## config.mk

```make
export PLATFORM = sky130hd
export DESIGN_NAME = hilo_mdu
export DESIGN_NICKNAME = d
export VERILOG_FILES = /design/src/rtl/hilo_mdu.sv
export SDC_FILE = /design/constraint.sdc
export NUM_CORES = 1
export LEC_CHECK = 0
export ABC_CLOCK_PERIOD_IN_PS = 2940
export BUFFER_PORTS_ARGS = -buffer_cell sky130_fd_sc_hd__buf_2
export CAP_MARGIN = 0
export CORE_MARGIN = 2
export CORE_UTILIZATION = 52
export DETAILED_ROUTE_END_ITERATION = 10
export PLACE_DENSITY_LB_ADDON = 0.3
export SLEW_MARGIN = 40
export SYNTH_ARGS = -nofsm -noshare
export SYNTH_HDL_FRONTEND = slang
export SYNTH_SLANG_ARGS = --single-unit
```

## constraint.sdc

```tcl
create_clock -name clk -period 2.94 [get_ports clk]
set_clock_uncertainty 0.1 [all_clocks]
set_input_delay 0.294 -clock clk [delete_from_list [all_inputs] [get_ports clk]]
set_output_delay 0.294 -clock clk [all_outputs]
set_load 0.01 [all_outputs]
```

## src/rtl/hilo_mdu.sv

```systemverilog
// rtl/hilo_mdu.sv - HI/LO result registers with a 33-cycle restoring divider
module hilo_mdu (
    input  logic        clk,
    input  logic        reset,
    input  logic        start,
    input  logic [2:0]  op,
    input  logic [31:0] a,
    input  logic [31:0] b,
    input  logic [31:0] alu_hi,
    input  logic [31:0] alu_lo,
    output logic [31:0] hi,
    output logic [31:0] lo,
    output logic        busy,
    output logic        done
);

    localparam logic [1:0] S_IDLE = 2'd0;
    localparam logic [1:0] S_DIV  = 2'd1;
    localparam logic [1:0] S_FIX  = 2'd2;

    localparam logic [2:0] OP_MULT_LOAD = 3'b000;
    localparam logic [2:0] OP_MTHI      = 3'b001;
    localparam logic [2:0] OP_MTLO      = 3'b010;
    localparam logic [2:0] OP_DIV       = 3'b100;
    localparam logic [2:0] OP_DIVU      = 3'b101;

    logic [1:0]  state_q, state_d;
    logic [31:0] hi_q, hi_d;
    logic [31:0] lo_q, lo_d;
    logic        done_q, done_d;
    logic [4:0]  cnt_q, cnt_d;
    logic [31:0] dvd_q, dvd_d;
    logic [31:0] dvs_q, dvs_d;
    logic [32:0] rem_q, rem_d;
    logic        neg_quo_q, neg_quo_d;
    logic        neg_rem_q, neg_rem_d;

    logic [31:0] abs_a;
    logic [31:0] abs_b;
    logic [32:0] rem_shift;
    logic [33:0] diff;

    // dvd_q shifts the dividend out of its MSB while quotient bits enter at the LSB
    always_comb begin
        state_d   = state_q;
        hi_d      = hi_q;
        lo_d      = lo_q;
        done_d    = 1'b0;
        cnt_d     = cnt_q;
        dvd_d     = dvd_q;
        dvs_d     = dvs_q;
        rem_d     = rem_q;
        neg_quo_d = neg_quo_q;
        neg_rem_d = neg_rem_q;
        abs_a     = a[31] ? (32'd0 - a) : a;
        abs_b     = b[31] ? (32'd0 - b) : b;
        rem_shift = {rem_q[31:0], dvd_q[31]};
        diff      = {1'b0, rem_shift} - {2'b00, dvs_q};

        case (state_q)
            S_IDLE: begin
                if (start) begin
                    case (op)
                        OP_MULT_LOAD: begin
                            hi_d = alu_hi;
                            lo_d = alu_lo;
                        end
                        OP_MTHI: hi_d = a;
                        OP_MTLO: lo_d = a;
                        OP_DIV: begin
                            dvd_d     = abs_a;
                            dvs_d     = abs_b;
                            neg_rem_d = a[31];
                            neg_quo_d = a[31] ^ b[31];
                            rem_d     = 33'd0;
                            cnt_d     = 5'd0;
                            state_d   = S_DIV;
                        end
                        OP_DIVU: begin
                            dvd_d     = a;
                            dvs_d     = b;
                            neg_rem_d = 1'b0;
                            neg_quo_d = 1'b0;
                            rem_d     = 33'd0;
                            cnt_d     = 5'd0;
                            state_d   = S_DIV;
                        end
                        default: ;
                    endcase
                end
            end
            S_DIV: begin
                if (!diff[33]) begin
                    rem_d = diff[32:0];
                    dvd_d = {dvd_q[30:0], 1'b1};
                end else begin
                    rem_d = rem_shift;
                    dvd_d = {dvd_q[30:0], 1'b0};
                end
                cnt_d = cnt_q + 5'd1;
                if (cnt_q == 5'd31) begin
                    state_d = S_FIX;
                end
            end
            S_FIX: begin
                lo_d    = neg_quo_q ? (32'd0 - dvd_q) : dvd_q;
                hi_d    = neg_rem_q ? (32'd0 - rem_q[31:0]) : rem_q[31:0];
                done_d  = 1'b1;
                state_d = S_IDLE;
            end
            default: state_d = S_IDLE;
        endcase
    end

    always_ff @(posedge clk) begin
        if (reset) begin
            state_q   <= S_IDLE;
            hi_q      <= 32'd0;
            lo_q      <= 32'd0;
            done_q    <= 1'b0;
            cnt_q     <= 5'd0;
            dvd_q     <= 32'd0;
            dvs_q     <= 32'd0;
            rem_q     <= 33'd0;
            neg_quo_q <= 1'b0;
            neg_rem_q <= 1'b0;
        end else begin
            state_q   <= state_d;
            hi_q      <= hi_d;
            lo_q      <= lo_d;
            done_q    <= done_d;
            cnt_q     <= cnt_d;
            dvd_q     <= dvd_d;
            dvs_q     <= dvs_d;
            rem_q     <= rem_d;
            neg_quo_q <= neg_quo_d;
            neg_rem_q <= neg_rem_d;
        end
    end

    assign hi   = hi_q;
    assign lo   = lo_q;
    assign busy = (state_q != S_IDLE);
    assign done = done_q;

endmodule

```

==> metrics.cfg, run 1 <==
[global_route]
grt_max_degree = 58
grt_pass1_wl_mm = 56.9
grt_pass1_vias = 11452
gr-total-overflow = 0
antenna_found_initial = 1
grt_use_total = 0.291

[floorplanning]
dieHeight_um = 155
core_area_mm2 = 0.0225
io_pins = 200
die_area_mm2 = 0.0240
fp-row-count = 55
initial_core_util = 0.525
fp.dieW_um = 155

[routing]
vias = 12358
drc = 0
via_per_inst = 5.79
drtIter0Drc = 731
drt-wirelength-per-cell_um = 16.7
ant_nets = 0
totalWireLength_mm = 35.6
firstDrtPassIters = 6

[synth]
yosys_warnings = 0
synthArstFlopShare = 0
syn_avg_cell_area_um2 = 7.54
synth_nets = 1741
synth-edff-count = 0
seq_area_frac_synth = 0.288
synth_seq_cells = 170
ys.flop_type = dfxtp_1
synth_area_mm2 = 0.0118
syn_inst = 1568
synth_cell_types = 70

[worst_setup_path]
worstPathArrival_ns = 3.09
worstReg2RegStart = rem_q[9]
rrSetupSlack_ns = 0.05
required_ns = 3.14
crit_fanout = 4
crit_type = flip-flop to flip-flop
start_kind = flip-flop
cp-end-kind = flip-flop
reg2reg_depth = 8
reg2reg_to = hi[31]

[clocking]
cts_buffer_depth = 2
htreeDepth = 4
cts_tree = yes
clkSinkCount = 170
clock_tree.root_cell = clkbuf_16
clk-insertion-delay-late_ns = 0.44
numCtsBuffers = 17
clkSlewWorstSetupHoldPaths_ns = 0.07

[sta]
slew_headroom = 0.501
fin_crit_ns = 2.89
layout_setup_ws_ns = 0.0526
clock.fmax_ghz = 0.346
setup_tns_ns = 0
slew_violations = 0
fin_crit_sh = 0.982
worst_pin_slew_ns = 0.748
setup_viol = 0
hold_slack_ns = 0.0619
rsz0062_at_grt = true
hold_violations = 0

[job]
maxCapViolCount = 0

[finish]
drive_above_1_share = 0.243
multi_input_area_mm2 = 0.00810
final_cell_mix = nor2_1, buf_2, nand2_1
final_cells = 2133
final_common_cell = nor2_1
nFillCells = 1994
area_delta_synth_final_pct = 25.8
seqCellArea_mm2 = 0.00341
final_nets = 2006

[power]
p_per_area_mw_per_mm2 = 725
leakagePower_nw = 6.38
ir_drop_mv = 0.576
power.total_mw = 10.8

[placed_design]
dp_cells = 2092
io_buffers = 199
dpl.hpwl_mm = 26.7
globalplace.congestion = 0.927
post-place-ws_ns = -0.182

[min_path]
whs_path_depth = 3
worstHoldPathType = input pin to flip-flop
hold_end = dvs_q[20]
hp-start = b[20]

[status]
outcome = finished, final reports clean

[what timing repair did]
| item | in CTS | in global routing |
|---|---|---|
| resized for setup | 9 | 36 |
| buffers inserted | 0 | 7 |
| hold buffers | 0 | 0 |
| endpoints found under the setup margin | 44 | 44 |
| gates cloned | 0 | 0 |
| pin swaps | 2 | 13 |
[power by group]
group	total, mW	switching [mW]	internal [mW]
clock	2.35	1.05	1.30
sequential	2.76	0.234	2.53
combinational	5.68	3.00	2.68
[logic make-up (layout without fill, tap and decap cells)]
group | Yosys count | in the layout | synth area share
fa+ha+maj | 39 | 39 | 0.0419
other cells | 0 | 2 | 0
mux | 82 | 82 | 0.0702
simple gates | 508 | 508 | 0.191
xor+xnor | 140 | 140 | 0.104
flops | 170 | 170 | 0.288
buf+inv | 154 | 432 | 0.0497
compound gates | 475 | 475 | 0.256
[through the flow]
| stage | util | instance area [um2] |
|---|---|---|
| final | 0.661 | 14900 |
| after global routing | 0.661 | 14900 |
| after CTS | 0.650 | 14600 |
| after detailed placement | 0.620 | 14000 |
| after global placement | 0.620 | 14000 |
| after floorplan | - | 11800 |
[registers in the layout, summed over array words and instances (netlist names)]
signal / flops
cnt_q: 5
done: 1
state_q: 2
neg_rem_q: 1
hi: 32
dvd_q: 32
dvs_q: 32
lo: 32
rem_q: 32
neg_quo_q: 1
[metal layers]
layer	vias to the layer above	GRT usage	part of all wire
li1	6139	-	-
met4	0	0.0974	0.023
met5	-	0	0
met2	425	0.491	0.48
met3	59	0.0437	0.062
met1	5735	0.381	0.44
[worst max path at each step]
| stage | cells after the start | startpoint | endpoint | slack [ns] |
|---|---|---|---|---|
| finish | 8 | rem_q[9] | hi[31] | 0.05 |
| detailed placement | 11 | dvs_q[6] | rem_q[31] | -0.18 |
| CTS | 9 | rem_q[9] | hi[21] | 0.009 |
| global route | 11 | rem_q[2] | rem_q[5] | -0.08 |
| global placement | 11 | dvs_q[6] | rem_q[31] | -0.16 |
| floorplan | 11 | dvs_q[1] | rem_q[12] | 0.009 |
[area by class of cell]
cell class              count  area share
multi-input cells        1244       0.545
clock buffers              18      0.0295
inverters                  49      0.0124
flip-flops and latches    170       0.229
diodes                      2    0.000337
well taps                 285      0.0240
clock inverters            14      0.0109
repair buffers            351       0.149
[Yosys cell counts, types with 13 or more instances]
library cell	instances	area (um2)
clkbuf_1	90	338
ha_1	38	475
xnor2_1	85	744
nand3_1	21	105
o31ai_1	23	173
o21ai_0	100	500
nor3_1	18	90.1
mux2i_1	75	751
nor2_1	206	773
a31oi_1	16	100
a21oi_1	143	716
dfxtp_1	170	3400
inv_1	49	184
a211oi_1	76	571
nand2_1	171	642
o41ai_1	13	114
xor2_1	55	482
o211ai_1	27	203
[critical path: stages, from the launching register on]
cell and delay, ns:
dfxtp_2 0.32, or4_4 0.53, or4_4 0.43, or2_4 0.25, or3_4 0.34, or2_4 0.27
o41ai_4 0.22, xor2_1 0.21, a211oi_2 0.09
No activity file was read; power rests on OpenSTA's default activity.
==> run 2: changes to the inputs <==
--- a/config.mk
+++ b/config.mk
@@ -8,8 +8,7 @@
 export ABC_CLOCK_PERIOD_IN_PS = 2940
 export BUFFER_PORTS_ARGS = -buffer_cell sky130_fd_sc_hd__buf_2
 export CAP_MARGIN = 0
-export CORE_MARGIN = 2
-export CORE_UTILIZATION = 52
+export CORE_UTILIZATION = 50
 export DETAILED_ROUTE_END_ITERATION = 10
 export PLACE_DENSITY_LB_ADDON = 0.3
 export SLEW_MARGIN = 40
==> metrics.cfg, run 2 (synthesized netlist as in run 1, its figures left out) <==
[sta]
setup_tns_ns = 0  ; unchanged
hold_violations = 0  ; unchanged
slew_headroom = 0.490  ; -0.0112
fin_crit_ns = 2.84  ; -0.0429 ns
slew_violations = 0  ; unchanged
setup_viol = 0  ; unchanged
hold_slack_ns = 0.0686  ; +0.00678 ns
fin_crit_sh = 0.968  ; -0.0146
clock.fmax_ghz = 0.352  ; +1.5%
worst_pin_slew_ns = 0.763  ; +0.0145 ns

[floorplanning]
die_area_mm2 = 0.0243  ; +1.3%
dieHeight_um = 156  ; +0.64%
core_area_mm2 = 0.0229  ; +1.8%
io_pins = 200  ; unchanged
fp-row-count = 55  ; unchanged
initial_core_util = 0.516  ; -0.00947
fp.dieW_um = 156  ; +0.64%

[clocking]
clk-insertion-delay-late_ns = 0.43  ; about the same
clkSinkCount = 170  ; unchanged
clock_tree.root_cell = clkbuf_16
clkSlewWorstSetupHoldPaths_ns = 0.07  ; about the same
cts_buffer_depth = 2  ; unchanged
numCtsBuffers = 17  ; unchanged
cts_tree = yes
htreeDepth = 4  ; unchanged

[worst_setup_path]
crit_fanout = 5  ; +1
cp_cell_sequence = or4_4 > or4_4 > or2_4 > or3_4 > or4_4 > nand3_1 > o21ai_1 > a21oi_1
crit_type = flip-flop to flip-flop
reg2reg_depth = 8  ; unchanged
cp_top_family = simple AND/OR/NAND/NOR gates
cp_common_cell = or4_4
reg2reg_to = hi[30]
cp-end-kind = flip-flop
crit_slowest_cell = or4_4
start_kind = flip-flop
slowest_delay_ns = 0.53  ; about the same
worstReg2RegStart = rem_q[9]
rrSetupSlack_ns = 0.1  ; +0.04 ns
worstPathArrival_ns = 3.11  ; +0.02 ns
worstPathBufferInverterCount = 0  ; unchanged
required_ns = 3.21  ; +0.07 ns

[global_route]
gr-total-overflow = 0  ; unchanged
grt_use_total = 0.276  ; -0.0141
antenna_found_initial = 0  ; -1
grt_pass1_vias = 10785  ; -5.8%
grt_max_degree = 61  ; +5.2%
grt_pass1_wl_mm = 54.1  ; -4.8%

[finish]
final_common_cell = nor2_1
drive_above_1_share = 0.221  ; -0.0225
utilization = 0.633  ; -0.0281
nFillCells = 2054  ; +3.0%
area_delta_synth_final_pct = 22.6
final_nets = 1968  ; -1.9%
diodes = 0  ; -2
final_cell_mix = nor2_1, buf_2, nand2_1

[routing]
wl_met3_mm = 1.95  ; -11%
drc = 0  ; unchanged
vias = 12019  ; -2.7%
ant_nets = 0  ; unchanged
drt-wirelength-per-cell_um = 15.9  ; -5.0%
top_layer_used = met4
drtIter0Drc = 922  ; +26%
via_per_inst = 5.67  ; -2.2%
wl_met1_mm = 15.1  ; -3.5%
totalWireLength_mm = 33.7  ; -5.5%
wl_met2_mm = 15.9  ; -6.0%
firstDrtPassIters = 5  ; -1

[min_path]
worstHoldPathType = input pin to flip-flop
hold_end = dvs_q[20]
hp-start = b[20]
whs_path_depth = 3  ; unchanged

[job]
maxCapViolCount = 0  ; unchanged

[power]
leakagePower_nw = 6.14  ; -3.8%
ir_drop_mv = 0.456  ; -21%
p_per_area_mw_per_mm2 = 724  ; -0.16%

[status]
outcome = finished, final reports clean

[placed_design]
globalplace.congestion = 0.900  ; -2.9%
io_buffers = 199  ; unchanged
dpl.hpwl_mm = 25.8  ; -3.4%

## run 2: per-stage QoR
| step | setup WS (ns) | area (um2) | cells | total power [mW] |
|---|---|---|---|---|
| 3_3_place_gp | -0.0947 | 13700 | 2080 | 7.79 |
| 2_1_floorplan | 0.00895 | 11800 | 1568 | 6.24 |
| 5_1_grt | -0.0212 | 14500 | 2121 | 11.2 |
| 4_1_cts | 0.00961 | 14300 | 2112 | 10.1 |
| 3_5_place_dp | -0.0723 | 13700 | 2080 | 7.87 |
| 6_report | 0.0955 | 14500 | 2121 | 10.5 |
## run 2: final cells by class
cell class	instances	area, um2	area share
Timing Repair Buffer	313	1920	0.133
Clock inverter	13	121	0.00837
Clock buffer	19	453	0.0312
Multi-Input combinational cell	1244	8020	0.553
Inverter	49	184	0.0127
Sequential cell	170	3410	0.235
Tap cell	313	392	0.0270
## run 2: repair_timing
| action | in CTS | in global routing |
|---|---|---|
| endpoints found under the setup margin | 1 | 44 |
| gates cloned | 0 | 1 |
| pin swaps | 0 | 10 |
| hold buffers | 0 | 0 |
| resized for setup | 1 | 32 |
| buffers inserted | 0 | 8 |
## run 2: worst max path at each step
stage,cells after the start,startpoint,to,slack [ns]
2_1_floorplan,11,dvs_q[1],rem_q[12],0.009
4_1_cts,9,dvd_q[11],lo[29],0.01
3_5_place_dp,10,b[4],dvs_q[30],-0.07
3_3_place_gp,10,b[4],dvs_q[30],-0.09
6_report,8,rem_q[9],hi[30],0.1
5_1_grt,9,dvd_q[11],lo[29],-0.02
## run 2: per-layer routing
| metal | vias to the layer above | track usage |
|---|---|---|
| met1 | 5518 | 0.369 |
| met2 | 366 | 0.464 |
| met5 | - | 0 |
| met4 | 0 | 0.0789 |
| li1 | 6080 | - |
| met3 | 55 | 0.0381 |
## run 2: worst min-delay path, stage by stage
cell and delay (ns):
buf_2 0.09, xnor2_1 0.11, a211oi_1 0.06
## run 2: power by group
group / switching, mW / leakage, nW / internal, mW
Sequential: 0.249 / 1.39 / 2.53
Combinational: 2.86 / 4.48 / 2.67
Clock: 0.984 / 0.268 / 1.21
